[src/rtl/const_sizes_pkg.sv]
// Shared constants for the 64-bit constant-word interface: golden table,
// word type and the checker FSM state encoding.
package const_sizes_pkg;

  localparam int NUM_CONST_WORDS = 9;

  typedef logic [63:0] word_t;

  // Golden word for each frame position, word 0 first.
  localparam word_t GOLDEN [NUM_CONST_WORDS] = '{
    64'd7698294523898761276,
    64'd7698294523898761276,
    64'hADB52ACAAAAAAAAE,
    64'hACBF74CFA4B5A09B,
    64'd2147483528,
    64'd4273735593,
    64'd8547471186,
    64'h4000000000000000,
    64'd18446612958979913719
  };

  typedef enum logic [1:0] {IDLE, COLLECT, COMPARE, REPORT} state_t;

endpackage

[src/rtl/word_deserializer.sv]
// Rebuilds a 64-bit word from CHUNK_W-wide chunks arriving least-significant
// chunk first. Each accepted chunk enters at the top of the shift register, so
// after 64/CHUNK_W chunks the first one has reached bit 0.
module word_deserializer
  import const_sizes_pkg::*;
#(
  parameter int CHUNK_W = 16
) (
  input  logic               clk,
  input  logic               rst,
  input  logic               clear,
  input  logic               shift_en,
  input  logic [CHUNK_W-1:0] chunk,
  output word_t              word,
  output logic               word_valid
);

  localparam int CHUNKS = 64 / CHUNK_W;
  localparam int CNT_W  = (CHUNKS > 1) ? $clog2(CHUNKS) : 1;
  localparam logic [CNT_W-1:0] LAST_CNT = CNT_W'(CHUNKS - 1);

  word_t            word_q, word_d, shifted;
  logic [CNT_W-1:0] cnt_q, cnt_d;

  // A 64-bit chunk is the whole word; narrower chunks shift in from the top.
  if (CHUNK_W == 64) begin : g_full
    assign shifted = word_t'(chunk);
  end else begin : g_shift
    assign shifted = {chunk, word_q[63:CHUNK_W]};
  end

  // Shift on every accepted chunk; the counter wraps after the last chunk of a word.
  always_comb begin
    word_d = word_q;
    cnt_d  = cnt_q;
    if (clear) begin
      cnt_d = '0;
    end else if (shift_en) begin
      word_d = shifted;
      cnt_d  = (cnt_q == LAST_CNT) ? '0 : cnt_q + CNT_W'(1);
    end
  end

  // State registers.
  always_ff @(posedge clk or posedge rst) begin
    if (rst) begin
      word_q <= '0;
      cnt_q  <= '0;
    end else begin
      word_q <= word_d;
      cnt_q  <= cnt_d;
    end
  end

  assign word       = word_q;
  assign word_valid = shift_en && (cnt_q == LAST_CNT);

endmodule

[config.mk]
export PLATFORM = sky130hd
export DESIGN_NAME = word_deserializer
export DESIGN_NICKNAME = d
export VERILOG_FILES = /design/src/rtl/const_sizes_pkg.sv /design/src/rtl/word_deserializer.sv
export SDC_FILE = /design/constraint.sdc
export NUM_CORES = 1
export LEC_CHECK = 0
export CORE_MARGIN = 2
export CORE_UTILIZATION = 40
export DETAILED_ROUTE_END_ITERATION = 12
export GPL_TIMING_DRIVEN = 0
export PLACE_DENSITY = 0.69
export SLEW_MARGIN = 10
export SYNTH_ARGS = -nofsm -noshare
export SYNTH_HDL_FRONTEND = slang
export SYNTH_SLANG_ARGS = --single-unit
[constraint.sdc]
create_clock -name clk -period 2.8 [get_ports clk]
set_input_delay 0.56 -clock clk [delete_from_list [all_inputs] [get_ports clk]]
set_output_delay 0.56 -clock clk [all_outputs]
set_load 0.005 [all_outputs]
==> metrics.md <==
| Metric | Value |
|---|---|
| First-pass GRT wire length | `8.81 mm` |
| Most instantiated cells after synthesis | `66 x dfrtp_1, 60 x mux2_4, 7 x buf_12, 4 x mux2_2` |
| Root Buffer | `clkbuf_8` |
| Final wirelength | `5.36 mm` |
| Initial antenna violation count | `0` |
| PwrDens | `805 mW/mm^2` |
| 1st-iter DRT viols | `46` |
| Synth area leaders | `dfrtp_1 59%, mux2_4 32%, buf_12 5.0%, mux2_2 1.6%, nor2b_4 0.49%` |
| TritonCTS clock tree | `done` |
| Via count | `1,548` |
| Nets | `263` |
| Seq/Total Area, Yosys | `58.8%` |
| Vias in the first global route | `1,658` |
| Post CTS Setup Buffer Count | `0` |
| Highest Clock Rate | `430 MHz` |
| Die height | `87.8 microns` |
| IO Pins | `85` |
| Gpl congestion | `0.697` |
| CP Launch Type | `primary input` |
| Crit-path cells | `clkdlybuf4s50_1 -> and2_1 -> clkdlybuf4s50_1` |
| Post-CTS sizing | `0` |
| WL/cell | `15.7 microns` |
| Max Cap Viol | `0` |
| GRT Residual Overflow | `0` |
| 1st-pass router iterations | `2` |
| Post-Syn Instances | `146` |
| Finish-stage setup viols | `0` |
| P_leak | `0.00178 uW` |
| Critical path type | `primary input to output port` |
| Die area | `0.00771 sq mm` |
| Vias per cell | `4.53` |
| Post-Syn Area | `0.00281 sq mm` |
| Hold slack final | `0.425 ns` |
| Final Hold Viols | `0` |
| Actual slew at the worst max-slew pin | `0.317 ns` |
| Post-synth top area cell | `dfrtp_1` |
| Final period demand of the worst path | `2.33 ns` |
| Final WS setup | `0.473 ns` |
| Routed Antenna Nets | `0` |
| Share of cells above drive strength 1 | `36.2%` |
| Core area | `0.00679 sq mm` |
| Slew Viols, Final | `0` |
| CP endpoint kind | `output port` |
| Clock sinks | `66` |
| Max stage delay on crit path | `0.54 ns` |
| EDFF count, synth | `0` |
| Row cnt | `30` |
| Largest net degree at the start of global routing | `66` |
| Synth cell types | `13` |
| CTS buffer count | `9` |
| Synth-to-layout area growth | `41.4%` |
| Post-synth net total | `167` |
| Hold Crit Class | `primary input to async pin` |
| Clock slew at reported path FFs | `0.07 ns` |
| Clock Path Buffers | `2` |
| Setup TNS | `0 ns` |
| Die W | `87.8 microns` |
| Yosys warns | `0` |
| GRT Util Overall | `15.4%` |
| CP most frequent cell | `clkdlybuf4s50_1` |
| RSZ-0062 raised after global routing | `false` |
| Share of the synthesized area in the top cell type | `58.8%` |
| Hold buffer count at CTS | `0` |
| Fill cells | `530` |
| #FFs+latches synth | `66` |
| Clock skew | `0.00441 ns` |
| Worst VDD drop | `390 uV` |
| Main synth FF type | `dfrtp_1` |
| Worst-skew pair later-pin latency | `0.33 ns` |
| DP Worst Slack | `0.475 ns` |
| Starting Density | `41.3%` |
| Crit-path max FO | `5` |
| Worst Path Required | `2.24 ns` |
| N_diodes | `0` |
| Rel. slew slack | `78.8%` |
| Input/output buffers | `84` |
| Synth Area per Inst | `19.2 sq um` |
| Crit share post-route | `83.1%` |
| Crit path DAT | `1.77 ns` |
| CP max stage cell | `clkdlybuf4s50_1` |
| Count leader, synth | `dfrtp_1` |
| Outcome | `complete, no violations` |
| Synth async-reset ratio | `100%` |
| DRC | `0` |
| H-tree lvl count | `3` |
| HPWL after DPL | `3.64 mm` |
[through the flow]
stage	cells	power [uW]	utilization (%)	instance area, sq um
floorplan	146	1870	-	2810
global placement	326	2500	55.5	3770
detailed placement	327	2520	55.9	3800
CTS	342	3240	58.4	3970
global route	342	3380	58.4	3970
finish	342	3200	58.4	3970
[placed cells by master (no fill, tap or decap)]
master | netlist | final
a21oi_1 | 1 | 1
clkinv_2 | 0 | 3
dfrtp_1 | 66 | 66
buf_12 | 7 | 7
mux2_2 | 4 | 4
and2_1 | 1 | 1
clkdlybuf4s50_1 | 0 | 84
buf_16 | 0 | 1
nand2b_1 | 1 | 1
or3b_2 | 1 | 1
clkbuf_8 | 0 | 11
ha_1 | 1 | 1
mux2i_1 | 1 | 1
nor2b_4 | 1 | 1
nor2_1 | 1 | 1
inv_4 | 0 | 1
mux2_4 | 60 | 60
clkbuf_1 | 0 | 1
[worst paths after layout]
check | slack (ns) | start | end | cells after the start
setup / recovery | 0.47 | shift_en | word_valid | 3
hold / removal | 0.43 | rst | word[63]$_DFFE_PP0P_ | 2
setup reg to reg | 1.54 | cnt_q[0]$_DFFE_PP0P_ | cnt_q[0]$_DFFE_PP0P_ | 3
hold reg to reg | 0.51 | word[8]$_DFFE_PP0P_ | word[8]$_DFFE_PP0P_ | 1
max in group asynchronous | 1.88 | rst | word[37]$_DFFE_PP0P_ | 3
min in group clk | 0.51 | word[8]$_DFFE_PP0P_ | word[8]$_DFFE_PP0P_ | 1
[cells by family (layout without fill, tap and decap cells)]
logic type,count (synthesis),after routing,share of synthesized area [%]
fa+ha+maj,1,1,0.446
mux,65,65,34.0
flops,66,66,58.8
compound gates,1,1,0.178
buf+inv,8,108,5.12
simple gates,5,5,1.38
[layout make-up]
class / instances / area (sq um) / share of cell area, %
clock buffer: 12 / 155 / 3.91
timing repair buffer: 85 / 868 / 21.9
multi-input combinational: 72 / 1010 / 25.5
buffer: 7 / 140 / 3.53
tap: 96 / 120 / 3.03
clock inverter: 3 / 15.0 / 0.378
sequential: 66 / 1650 / 41.6
inverter: 1 / 6.26 / 0.158
[critical path, delay by kind of cell]
family / cells / cell delay [ns]
buffers and inverters: 2 / 1.05
AND/OR/NAND/NOR: 1 / 0.15
[state kept, by name, indices dropped and copies added, names as in the netlist]
signal and flops:
word 64, cnt_q 2
[per-layer routing]
metal  part of all wire, %  vias to the layer above  wire (microns)  track usage (%)
met5                     0                        -               0                0
met4                   2.1                        0             111             7.55
met3                   7.9                       11             423             5.09
met2                    42                       65            2260             21.1
met1                    48                      769            2560             22.0
li1                      -                      703               -                -
[power by group]
part           switching, uW  internal (uW)  total, uW  leakage [uW]
Sequential               203           1220       1430      0.000785
Combinational            249            821       1070      0.000903
Clock                    340            360        701     0.0000920
Note: power is estimated with default switching activity, not from simulation.
